--- src/rtl/bsg_vanilla_pkg.sv ---
// Shared vanilla-core types used by the CSR block and the interrupt-entry sequencer.
package bsg_vanilla_pkg;

    typedef struct packed {
        logic trace;
        logic remote;
    } csr_interrupt_vector_s;

    typedef enum logic [1:0] {
        IRQ_IDLE    = 2'd0,
        IRQ_DRAIN   = 2'd1,
        IRQ_ENTER   = 2'd2,
        IRQ_HANDLER = 2'd3
    } vanilla_irq_state_e;

    // Remote wins over trace; returns a one-hot cause, or zero when nothing is armed.
    function automatic csr_interrupt_vector_s irq_select_cause(input csr_interrupt_vector_s armed);
        csr_interrupt_vector_s sel;
        sel = '{trace: 1'b0, remote: 1'b0};
        if (armed.remote) begin
            sel.remote = 1'b1;
        end else if (armed.trace) begin
            sel.trace = 1'b1;
        end else begin
            sel = '{trace: 1'b0, remote: 1'b0};
        end
        return sel;
    endfunction

endpackage

--- src/rtl/vanilla_irq_ctrl.sv ---
// Interrupt-entry sequencer: decides when an interrupt is taken, drains the
// pipeline, redirects fetch to the handler and reports entry/mret to the CSR block.
module vanilla_irq_ctrl
    import bsg_vanilla_pkg::*;
#(
    parameter int pc_width_p      = 32,
    parameter int remote_vec_pc_p = 1,
    parameter int trace_vec_pc_p  = 2
) (
    input  logic                  clk_i,
    input  logic                  reset_n_i,
    input  logic                  mstatus_mie_i,
    input  csr_interrupt_vector_s mip_i,
    input  csr_interrupt_vector_s mie_i,
    input  logic [pc_width_p-1:0] mepc_i,
    input  logic [pc_width_p-1:0] npc_i,
    input  logic                  drained_i,
    input  logic                  stall_i,
    input  logic                  exe_mret_i,
    output logic                  hold_fetch_o,
    output logic                  interrupt_entered_o,
    output logic                  mret_called_o,
    output logic [pc_width_p-1:0] npc_r_o,
    output logic                  redirect_v_o,
    output logic [pc_width_p-1:0] redirect_pc_o,
    output csr_interrupt_vector_s cause_o,
    output logic                  in_handler_o
);

    localparam logic [pc_width_p-1:0] remote_vec_c = pc_width_p'(remote_vec_pc_p);
    localparam logic [pc_width_p-1:0] trace_vec_c  = pc_width_p'(trace_vec_pc_p);

    vanilla_irq_state_e    state_r;
    logic [pc_width_p-1:0] npc_r;
    csr_interrupt_vector_s cause_r;

    csr_interrupt_vector_s armed_s;
    csr_interrupt_vector_s sel_cause_s;
    logic                  pend_s;
    logic                  mret_fire_s;

    logic                  hold_fetch_s;
    logic                  interrupt_entered_s;
    logic                  mret_called_s;
    logic                  redirect_v_s;
    logic [pc_width_p-1:0] redirect_pc_s;
    logic                  in_handler_s;

    assign armed_s     = mip_i & mie_i;
    assign pend_s      = mstatus_mie_i & (|armed_s);
    assign sel_cause_s = irq_select_cause(armed_s);
    assign mret_fire_s = exe_mret_i & ~stall_i;

    // Output decode: Moore from the state, Mealy only for the mret redirect.
    always_comb begin
        hold_fetch_s        = 1'b0;
        interrupt_entered_s = 1'b0;
        mret_called_s       = 1'b0;
        redirect_v_s        = 1'b0;
        redirect_pc_s       = {pc_width_p{1'b0}};
        in_handler_s        = 1'b0;
        case (state_r)
            IRQ_IDLE, IRQ_DRAIN, IRQ_HANDLER: begin
                hold_fetch_s  = (state_r == IRQ_DRAIN);
                in_handler_s  = (state_r == IRQ_HANDLER);
                mret_called_s = mret_fire_s;
                redirect_v_s  = mret_fire_s;
                redirect_pc_s = mret_fire_s ? mepc_i : {pc_width_p{1'b0}};
            end
            IRQ_ENTER: begin
                hold_fetch_s        = 1'b1;
                interrupt_entered_s = 1'b1;
                redirect_v_s        = 1'b1;
                in_handler_s        = 1'b1;
                redirect_pc_s       = cause_r.remote ? remote_vec_c : trace_vec_c;
            end
            default: begin
                hold_fetch_s        = 1'b0;
                interrupt_entered_s = 1'b0;
            end
        endcase
    end

    // Sequencer state plus the return PC and cause captured on leaving DRAIN.
    always_ff @(posedge clk_i or negedge reset_n_i) begin
        if (!reset_n_i) begin
            state_r <= IRQ_IDLE;
            npc_r   <= {pc_width_p{1'b0}};
            cause_r <= '{trace: 1'b0, remote: 1'b0};
        end else begin
            case (state_r)
                IRQ_IDLE: begin
                    if (mret_fire_s) begin
                        state_r <= IRQ_IDLE;
                    end else if (pend_s) begin
                        state_r <= IRQ_DRAIN;
                    end else begin
                        state_r <= IRQ_IDLE;
                    end
                end
                IRQ_DRAIN: begin
                    if (mret_fire_s || !pend_s) begin
                        state_r <= IRQ_IDLE;
                    end else if (drained_i && !stall_i) begin
                        state_r <= IRQ_ENTER;
                        npc_r   <= npc_i;
                        cause_r <= sel_cause_s;
                    end else begin
                        state_r <= IRQ_DRAIN;
                    end
                end
                IRQ_ENTER: begin
                    state_r <= IRQ_HANDLER;
                end
                IRQ_HANDLER: begin
                    if (mret_fire_s) begin
                        state_r <= IRQ_IDLE;
                        cause_r <= '{trace: 1'b0, remote: 1'b0};
                    end else begin
                        state_r <= IRQ_HANDLER;
                    end
                end
                default: begin
                    state_r <= IRQ_IDLE;
                end
            endcase
        end
    end

    assign hold_fetch_o        = hold_fetch_s;
    assign interrupt_entered_o = interrupt_entered_s;
    assign mret_called_o       = mret_called_s;
    assign redirect_v_o        = redirect_v_s;
    assign redirect_pc_o       = redirect_pc_s;
    assign in_handler_o        = in_handler_s;
    assign npc_r_o             = npc_r;
    assign cause_o             = cause_r;

endmodule

--- config.mk ---
export PLATFORM = sky130hd
export DESIGN_NAME = vanilla_irq_ctrl
export DESIGN_NICKNAME = d
export VERILOG_FILES = /design/src/rtl/bsg_vanilla_pkg.sv /design/src/rtl/vanilla_irq_ctrl.sv
export SDC_FILE = /design/constraint.sdc
export NUM_CORES = 1
export LEC_CHECK = 0
export ABC_AREA = 1
export CORE_ASPECT_RATIO = 0.6
export CORE_MARGIN = 2
export CORE_UTILIZATION = 34
export DETAILED_ROUTE_END_ITERATION = 16
export GPL_ROUTABILITY_DRIVEN = 0
export GPL_TIMING_DRIVEN = 0
export HOLD_SLACK_MARGIN = 0.15
export PLACE_DENSITY = 0.79
export SLEW_MARGIN = 25
export SYNTH_ARGS = -nofsm -noshare
export SYNTH_HDL_FRONTEND = slang
export SYNTH_SLANG_ARGS = --single-unit
--- constraint.sdc ---
create_clock -name clk_i -period 1.6 [get_ports clk_i]
set_input_delay 0.32 -clock clk_i [delete_from_list [all_inputs] [get_ports clk_i]]
set_output_delay 0.32 -clock clk_i [all_outputs]
set_load 0.03 [all_outputs]
==> flow_summary.html, run 1 <==
<table>
<tr><th>Metric</th><th>Value</th></tr>
<tr><th colspan="2">Yosys</th></tr>
<tr><td>Gate Count Post-Synth</td><td>254</td></tr>
<tr><td>Post-Synth Simple-Gate Area</td><td>34.7%</td></tr>
<tr><td>Post-synthesis register bit count</td><td>36</td></tr>
<tr><td>Post-synthesis sequential area ratio</td><td>47.2%</td></tr>
<tr><td>Most area-consuming cells after synthesis</td><td>sky130_fd_sc_hd__dfrtp_1 (47%), sky130_fd_sc_hd__nand2_1 (16%), sky130_fd_sc_hd__nand3_1 (8.9%)</td></tr>
<tr><td>Mapped Area</td><td>1910 sq um</td></tr>
<tr><td>Largest area contributor in the synthesized netlist</td><td>sky130_fd_sc_hd__dfrtp_1</td></tr>
<tr><td>Post-synthesis cell type count</td><td>18</td></tr>
<tr><td>Main combinational cell family by area after synthesis</td><td>simple AND/OR/NAND/NOR gates</td></tr>
<tr><td>Compound-gate portion of the synthesized area</td><td>2.69%</td></tr>
<tr><td>Fraction of post-synthesis cell area in the top cell type by area</td><td>47.2%</td></tr>
<tr><td>Share of synthesized area spent on multiplexers</td><td>0%</td></tr>
<tr><td>Post-synthesis share of cell area spent on xor and xnor gates</td><td>0%</td></tr>
<tr><td>Synthesized-area fraction occupied by adder cells</td><td>3.28%</td></tr>
<tr><td>Mean area per synthesized cell</td><td>7.52 sq um</td></tr>
<tr><td>Nets in the synthesized netlist</td><td>333</td></tr>
<tr><td>Warnings, synthesis</td><td>0</td></tr>
<tr><th colspan="2">Floorplan</th></tr>
<tr><td>Core area</td><td>5490 sq um</td></tr>
<tr><td>Cell row count</td><td>21</td></tr>
<tr><td>Die area</td><td>6250 sq um</td></tr>
<tr><td>Height of the die</td><td>62.0 microns</td></tr>
<tr><td>Die width</td><td>101 microns</td></tr>
<tr><td>Count of pins on the block boundary</td><td>145</td></tr>
<tr><td>Starting density of the core</td><td>34.8%</td></tr>
<tr><th colspan="2">Clock tree</th></tr>
<tr><td>Largest buffer count on any clock path</td><td>2</td></tr>
<tr><td>CTS H-tree lvls</td><td>2</td></tr>
<tr><td>Clock root buffer</td><td>sky130_fd_sc_hd__clkbuf_8</td></tr>
<tr><td>Number of clock sinks</td><td>36</td></tr>
<tr><td>CTS tree</td><td>built</td></tr>
<tr><td>Latest clock arrival within the worst-skew pair</td><td>0.29 ns</td></tr>
<tr><td>Clock buffers created by TritonCTS</td><td>5</td></tr>
<tr><td>Clk slew on worst S/H paths</td><td>0.07 ns</td></tr>
<tr><th colspan="2">STA</th></tr>
<tr><td>Number of hold violations in the final report</td><td>0</td></tr>
<tr><td>Least setup slack across all paths after layout</td><td>-0.191 ns</td></tr>
<tr><td>Final setup fails</td><td>66</td></tr>
<tr><td>Setup TNS after final layout</td><td>-6.15 ns</td></tr>
<tr><td>Remaining max-slew budget at the tightest pin</td><td>69.1%</td></tr>
<tr><td>Max-slew violation total from the final report</td><td>0</td></tr>
<tr><td>Period utilisation layout</td><td>112%</td></tr>
<tr><td>Setup clock skew after layout</td><td>0.00675 ns</td></tr>
<tr><td>Post-layout min period</td><td>1.79 ns</td></tr>
<tr><td>Slew @ Worst Pin</td><td>0.464 ns</td></tr>
<tr><td>Min Hold Slack</td><td>0.468 ns</td></tr>
<tr><td>Unrepaired setup endpoints after global routing</td><td>true</td></tr>
<tr><td>Highest attainable clock frequency</td><td>0.558 GHz</td></tr>
<tr><th colspan="2">Routing</th></tr>
<tr><td>ANT nets after route</td><td>0</td></tr>
<tr><td>Number of remaining DRC errors</td><td>0</td></tr>
<tr><td>Average detailed-routed wire length per instance</td><td>14.0 microns</td></tr>
<tr><td>Initial detailed-routing violation count</td><td>67</td></tr>
<tr><td>Vias</td><td>2,215</td></tr>
<tr><td>Mean number of vias per cell</td><td>4.52</td></tr>
<tr><td>Wire length reported by the detailed router</td><td>6850 microns</td></tr>
<tr><td>Pre-Repair DR Iteration Count</td><td>4</td></tr>
<tr><th colspan="2">Worst setup path</th></tr>
<tr><td>Critical path fanouts, max</td><td>5</td></tr>
<tr><td>Beginning of the critical path</td><td>state_r[1]$_DFF_PN0_</td></tr>
<tr><td>Worst setup path class</td><td>flop to output port</td></tr>
<tr><td>Type of element capturing the critical path</td><td>output port</td></tr>
<tr><td>Slowest CP cell</td><td>sky130_fd_sc_hd__dfrtp_1</td></tr>
<tr><td>Max stage delay on crit path</td><td>0.42 ns</td></tr>
<tr><td>Cell breakdown of the critical path</td><td>ha_4 -&gt; inv_6 -&gt; nand2_8 -&gt; buf_6 -&gt; nor2_4 -&gt; buf_6</td></tr>
<tr><td>Worst flop-to-flop path startpoint</td><td>state_r[1]$_DFF_PN0_</td></tr>
<tr><td>Req. time, crit path</td><td>1.28 ns</td></tr>
<tr><td>Kind of start point of the critical path</td><td>flop</td></tr>
<tr><td>Arr. time, crit path</td><td>1.47 ns</td></tr>
<tr><td>Dominant cell type by count on the critical path</td><td>sky130_fd_sc_hd__buf_6</td></tr>
<tr><th colspan="2">Status</th></tr>
<tr><td>Outcome</td><td>complete, but fails checks</td></tr>
<tr><td>Failing checks</td><td>negative setup slack</td></tr>
<tr><th colspan="2">Cells and area</th></tr>
<tr><td>Number of diodes</td><td>0</td></tr>
<tr><td>Summed area of non-filler cells in the final layout</td><td>4030 sq um</td></tr>
<tr><td>Commonest cells after routing, fill and taps aside</td><td>sky130_fd_sc_hd__nand2_1 (79), sky130_fd_sc_hd__clkdlybuf4s50_1 (71), sky130_fd_sc_hd__buf_6 (40), sky130_fd_sc_hd__dfrtp_1 (36), sky130_fd_sc_hd__dlygate4sd2_1 (35)</td></tr>
<tr><td>Most common cell after layout, fill and taps aside</td><td>sky130_fd_sc_hd__nand2_1</td></tr>
<tr><td>Nets@finish</td><td>499</td></tr>
<tr><td>Area growth syn-to-layout</td><td>111%</td></tr>
<tr><td>Fraction of final layout cells with drive strength greater than 1</td><td>29.9%</td></tr>
<tr><th colspan="2">Min path</th></tr>
<tr><td>Hold Crit Class</td><td>flop to flop</td></tr>
<tr><td>Worst hold start</td><td>npc_r_o[2]$_DFFE_PN0P_</td></tr>
<tr><th colspan="2">Global routing</th></tr>
<tr><td>Global-route total usage across every layer</td><td>21.7%</td></tr>
<tr><td>First-pass GRT wire length</td><td>10,200 microns</td></tr>
<tr><td>Number of antenna violations at the first check in global routing</td><td>0</td></tr>
<tr><td>Largest net degree at the start of global routing</td><td>20</td></tr>
<tr><td>Vias in the first global route</td><td>2,001</td></tr>
<tr><td>Sum of overflow across all layers after global routing</td><td>0</td></tr>
<tr><th colspan="2">Power and ir drop</th></tr>
<tr><td>Static leakage power</td><td>2.13 nW</td></tr>
<tr><td>Total power divided by cell area</td><td>717 nW/um^2</td></tr>
<tr><td>Max VDD drop</td><td>588 uV</td></tr>
<tr><td>Overall power of the completed layout</td><td>0.00289 W</td></tr>
<tr><th colspan="2">Place</th></tr>
<tr><td>Port Buffers</td><td>144</td></tr>
<tr><td>Placed instance area</td><td>3720 sq um</td></tr>
<tr><td>Detailed placement HPWL</td><td>5010 microns</td></tr>
<tr><th colspan="2">Flow run</th></tr>
<tr><td>Max capacitance violation total</td><td>0</td></tr>
</table>
[layer usage]
layer  part of all wire [%]  global-route usage (%)
met1                     45                    29.1
met2                     44                    34.5
met3                    9.5                    7.38
met4                   0.82                    5.28
met5                      0                       0
[sequential cells by signal, indices dropped and copies added, names as in the netlist]
register  cells
npc_r_o      32
cause_o       2
state_r       2
[power breakdown]
group          switching [W]  total, W  leakage, nW  internal [W]
sequential         0.0000667   0.00110        0.484       0.00104
combinational       0.000657   0.00113         1.60      0.000476
clock               0.000348  0.000652       0.0479      0.000304
[cells in the mapped netlist]
library cell               n
sky130_fd_sc_hd__dfrtp_1  36
sky130_fd_sc_hd__buf_2     6
sky130_fd_sc_hd__nand2_2   1
sky130_fd_sc_hd__nand3_1  34
sky130_fd_sc_hd__nand2_1  82
sky130_fd_sc_hd__buf_4     3
sky130_fd_sc_hd__buf_6     3
sky130_fd_sc_hd__o21ai_0   4
sky130_fd_sc_hd__nand3_4   1
sky130_fd_sc_hd__nor2_4    1
sky130_fd_sc_hd__a21oi_4   1
sky130_fd_sc_hd__inv_2     1
sky130_fd_sc_hd__nor2_1   34
sky130_fd_sc_hd__inv_4     1
sky130_fd_sc_hd__ha_1      5
sky130_fd_sc_hd__inv_1    36
sky130_fd_sc_hd__a21oi_1   3
sky130_fd_sc_hd__nand2_4   2
[cell families after synthesis]
| group | Yosys count |
|---|---|
| simple gates | 155 |
| buf+inv | 50 |
| flops | 36 |
| compound gates | 8 |
| fa+ha+maj | 5 |
[layout make-up]
| cell class | instances | area [sq um] |
|---|---|---|
| buffer | 10 | 103 |
| clock inverter | 3 | 18.8 |
| fill | 430 | 1470 |
| tap | 69 | 86.3 |
| sequential | 36 | 901 |
| inverter | 38 | 155 |
| clock buffer | 5 | 68.8 |
| timing repair buffer | 161 | 1610 |
| multi-input combinational | 168 | 1080 |
[timing repair]
action                                  CTS  global route
endpoints found under the setup margin   71            70
cloned                                    2             0
buffers inserted                         11             4
hold buffers                              1             0
pin swaps                                 4            10
gates resized for setup                 315            18
endpoints found under the hold margin    17             0
[metrics by stage]
| step | instances | utilization, % | setup WS (ns) |
|---|---|---|---|
| after CTS | 490 | 73.3 | -0.267 |
| after global placement | 467 | 67.3 | -0.803 |
| final | 490 | 73.3 | -0.191 |
| after global routing | 490 | 73.3 | -0.246 |
| after floorplan | 254 | - | -0.0161 |
| after detailed placement | 468 | 67.7 | -0.815 |
[worst paths after layout]
path	endpoint	slack [ns]	cells past startpoint
min in group asynchronous	npc_r_o[23]$_DFFE_PN0P_	0.50	2
setup reg to reg	npc_r_o[30]$_DFFE_PN0P_	-0.03	10
hold / removal	npc_r_o[2]$_DFFE_PN0P_	0.47	2
hold reg to reg	npc_r_o[2]$_DFFE_PN0P_	0.47	2
setup / recovery	redirect_pc_o[22]	-0.19	6
max in group asynchronous	npc_r_o[6]$_DFFE_PN0P_	0.64	3
[worst max-delay path: cells and delay by family (launching register included)]
family / cells / cell delay (ns)
flip-flops: 1 / 0.42
buffers and inverters: 3 / 0.37
adder cells (fa/ha/maj): 1 / 0.20
AND/OR/NAND/NOR: 2 / 0.19
No activity file was read; power rests on OpenSTA's default activity.
==> run 2: changes to the inputs <==
Settings changed: CAP_MARGIN from default to 25, CORE_UTILIZATION 34 to 31, PLACE_DENSITY 0.79 to 0.76, SKIP_LAST_GASP from default to 1.
Clock period 1.6 ns to 1.55 ns, I/O delays scaled along.
==> flow_summary.html, run 2 (synthesis gave the netlist of run 1 again) <==
<table>
<tr><th>Metric</th><th>Value</th></tr>
<tr><th colspan="2">Status</th></tr>
<tr><td>Outcome</td><td>complete, but fails checks</td></tr>
<tr><td>Failing checks</td><td>negative setup slack</td></tr>
<tr><th colspan="2">Cells and area</th></tr>
<tr><td>Most common cell after layout, fill and taps aside</td><td>sky130_fd_sc_hd__nand2_1</td></tr>
<tr><td>Area growth syn-to-layout</td><td>120%</td></tr>
<tr><td>Number of flip-flops under the largest register name</td><td>32</td></tr>
<tr><td>Nets@finish</td><td>504</td></tr>
<tr><td>Fraction of final layout cells with drive strength greater than 1</td><td>31.7%</td></tr>
<tr><td>Commonest cells after routing, fill and taps aside</td><td>sky130_fd_sc_hd__nand2_1 (75), sky130_fd_sc_hd__clkdlybuf4s50_1 (71), sky130_fd_sc_hd__dfrtp_1 (36), sky130_fd_sc_hd__dlygate4sd2_1 (35), sky130_fd_sc_hd__nand3_1 (34)</td></tr>
<tr><td>Final standard cell utilization of the core</td><td>69.8%</td></tr>
<tr><td>Number of diodes</td><td>0</td></tr>
<tr><th colspan="2">Floorplan</th></tr>
<tr><td>Count of pins on the block boundary</td><td>145</td></tr>
<tr><td>Die area</td><td>6820 sq um</td></tr>
<tr><td>Height of the die</td><td>64.8 microns</td></tr>
<tr><td>Core area</td><td>6030 sq um</td></tr>
<tr><td>Cell row count</td><td>22</td></tr>
<tr><td>Die width</td><td>105 microns</td></tr>
<tr><td>Starting density of the core</td><td>31.7%</td></tr>
<tr><th colspan="2">Clock tree</th></tr>
<tr><td>Largest buffer count on any clock path</td><td>2</td></tr>
<tr><td>Latest clock arrival within the worst-skew pair</td><td>0.29 ns</td></tr>
<tr><td>Clock buffers created by TritonCTS</td><td>5</td></tr>
<tr><td>Number of clock sinks</td><td>36</td></tr>
<tr><td>CTS tree</td><td>built</td></tr>
<tr><td>CTS H-tree lvls</td><td>2</td></tr>
<tr><td>Clk slew on worst S/H paths</td><td>0.07 ns</td></tr>
<tr><td>Clock root buffer</td><td>sky130_fd_sc_hd__clkbuf_8</td></tr>
<tr><th colspan="2">Worst setup path</th></tr>
<tr><td>Depth of the most critical reg-to-reg path</td><td>10</td></tr>
<tr><td>Worst flop-to-flop path startpoint</td><td>state_r[1]$_DFF_PN0_</td></tr>
<tr><td>Worst setup path class</td><td>flop to output port</td></tr>
<tr><td>Critical path fanouts, max</td><td>10</td></tr>
<tr><td>Kind of start point of the critical path</td><td>flop</td></tr>
<tr><td>Beginning of the critical path</td><td>state_r[0]$_DFF_PN0_</td></tr>
<tr><td>Reg-to-reg setup timing slack</td><td>-0.15 ns</td></tr>
<tr><td>Type of element capturing the critical path</td><td>output port</td></tr>
<tr><td>End point of the critical path</td><td>redirect_pc_o[19]</td></tr>
<tr><td>Reg-to-reg critical path endpoint</td><td>npc_r_o[16]$_DFFE_PN0P_</td></tr>
<tr><td>Arr. time, crit path</td><td>1.47 ns</td></tr>
<tr><td>Req. time, crit path</td><td>1.24 ns</td></tr>
<tr><th colspan="2">STA</th></tr>
<tr><td>Slew @ Worst Pin</td><td>0.334 ns</td></tr>
<tr><td>Max-slew violation total from the final report</td><td>0</td></tr>
<tr><td>Highest attainable clock frequency</td><td>0.561 GHz</td></tr>
<tr><td>Setup TNS after final layout</td><td>-10.97 ns</td></tr>
<tr><td>Min Hold Slack</td><td>0.405 ns</td></tr>
<tr><td>Unrepaired setup endpoints after global routing</td><td>true</td></tr>
<tr><td>Least setup slack across all paths after layout</td><td>-0.233 ns</td></tr>
<tr><td>Period utilisation layout</td><td>115%</td></tr>
<tr><td>Post-layout min period</td><td>1.78 ns</td></tr>
<tr><td>Final setup fails</td><td>68</td></tr>
<tr><td>Setup clock skew after layout</td><td>0.00288 ns</td></tr>
<tr><td>Remaining max-slew budget at the tightest pin</td><td>77.8%</td></tr>
<tr><td>Number of hold violations in the final report</td><td>0</td></tr>
<tr><th colspan="2">Global routing</th></tr>
<tr><td>First-pass GRT wire length</td><td>10,100 microns</td></tr>
<tr><td>Vias in the first global route</td><td>2,111</td></tr>
<tr><td>Sum of overflow across all layers after global routing</td><td>0</td></tr>
<tr><td>Global-route total usage across every layer</td><td>18.7%</td></tr>
<tr><td>Largest net degree at the start of global routing</td><td>29</td></tr>
<tr><td>Number of antenna violations at the first check in global routing</td><td>0</td></tr>
<tr><th colspan="2">Routing</th></tr>
<tr><td>Initial detailed-routing violation count</td><td>69</td></tr>
<tr><td>ANT nets after route</td><td>0</td></tr>
<tr><td>Pre-Repair DR Iteration Count</td><td>4</td></tr>
<tr><td>Wire length reported by the detailed router</td><td>6540 microns</td></tr>
<tr><td>Mean number of vias per cell</td><td>4.34</td></tr>
<tr><td>Average detailed-routed wire length per instance</td><td>12.8 microns</td></tr>
<tr><td>Number of remaining DRC errors</td><td>0</td></tr>
<tr><td>Vias</td><td>2,212</td></tr>
<tr><th colspan="2">Place</th></tr>
<tr><td>Port Buffers</td><td>144</td></tr>
<tr><td>Detailed placement HPWL</td><td>4720 microns</td></tr>
<tr><th colspan="2">Power and ir drop</th></tr>
<tr><td>Max VDD drop</td><td>525 uV</td></tr>
<tr><td>Static leakage power</td><td>2.22 nW</td></tr>
<tr><td>Total power divided by cell area</td><td>767 nW/um^2</td></tr>
<tr><th colspan="2">Flow run</th></tr>
<tr><td>Max capacitance violation total</td><td>0</td></tr>
<tr><th colspan="2">Min path</th></tr>
<tr><td>Hold Crit Class</td><td>input port to asynchronous set/reset pin</td></tr>
</table>
==> run 2: cell count changes in the layout (fill, tap and decap cells not counted), sizes merged <==
cell	delta
clkinv	-3
bufinv	+1
clkbuf	+7
==> run 2: final cells by class <==
type,count,area [sq um]
multi-input cells,168,1110
plain buffers,12,148
inverters,38,158
repair buffers,164,1660
clock buffers,7,96.3
fillers,484,1820
clock inverters,1,30.0
flip-flops and latches,36,901
well taps,84,105
==> run 2: metal layers <==
layer	vias to the layer above	GRT usage [%]	part of all wire [%]
li1	1105	-	-
met1	1021	26.0	46
met2	77	28.5	46
met3	9	6.24	7.8
met4	0	3.50	0.90
met5	-	0	0
==> run 2: what timing repair did <==
| item | 4_1_cts | 5_1_grt |
|---|---|---|
| resized for setup | 280 | 45 |
| hold endpoints to repair | 36 | 0 |
| hold buffers | 1 | 0 |
| setup endpoints to repair | 71 | 72 |
| buffers inserted | 6 | 7 |
| pin swaps | 3 | 4 |
| cloned | 1 | 4 |
==> run 2: where the power goes <==
part	internal, W	total [W]	switching, W
Clock	0.000568	0.000908	0.000340
Combinational	0.000502	0.00117	0.000671
Sequential	0.00107	0.00115	0.0000747
==> run 2: metrics by stage <==
stage	setup WS, ns	std cells	total power, W	instance area, sq um
2_1_floorplan	-0.0132	254	0.00176	2180
3_3_place_gp	-0.816	482	0.00234	3720
3_5_place_dp	-0.832	483	0.00237	3740
4_1_cts	-0.261	499	0.00322	3910
5_1_grt	-0.299	510	0.00340	4210
6_report	-0.233	510	0.00323	4210
==> run 2: worst min path at each step <==
| stage | slack [ns] | startpoint | end |
|---|---|---|---|
| 2_1_floorplan | 0.01 | reset_n_i | cause_o[0]$_DFFE_PN0P_ |
| 3_3_place_gp | 0.45 | npc_r_o[7]$_DFFE_PN0P_ | npc_r_o[7]$_DFFE_PN0P_ |
| 3_5_place_dp | 0.19 | reset_n_i | npc_r_o[6]$_DFFE_PN0P_ |
| 4_1_cts | 0.41 | reset_n_i | npc_r_o[9]$_DFFE_PN0P_ |
| 5_1_grt | 0.42 | reset_n_i | npc_r_o[31]$_DFFE_PN0P_ |
| 6_report | 0.41 | reset_n_i | npc_r_o[9]$_DFFE_PN0P_ |
==> run 2: critical path, stage by stage (launching register included) <==
cell and delay (ns):
sky130_fd_sc_hd__dfrtp_1 0.40, sky130_fd_sc_hd__inv_2 0.09, sky130_fd_sc_hd__ha_4 0.17, sky130_fd_sc_hd__inv_6 0.05
sky130_fd_sc_hd__nand2_8 0.10, sky130_fd_sc_hd__buf_12 0.18, sky130_fd_sc_hd__nor2_4 0.03, sky130_fd_sc_hd__buf_4 0.16
==> run 3: changes to the inputs <==
Settings changed: ABC_CLOCK_PERIOD_IN_PS from default to 1550.
==> results of run 3 <==
Same layout as run 2: the final DEF is identical, and so are final timing and power.
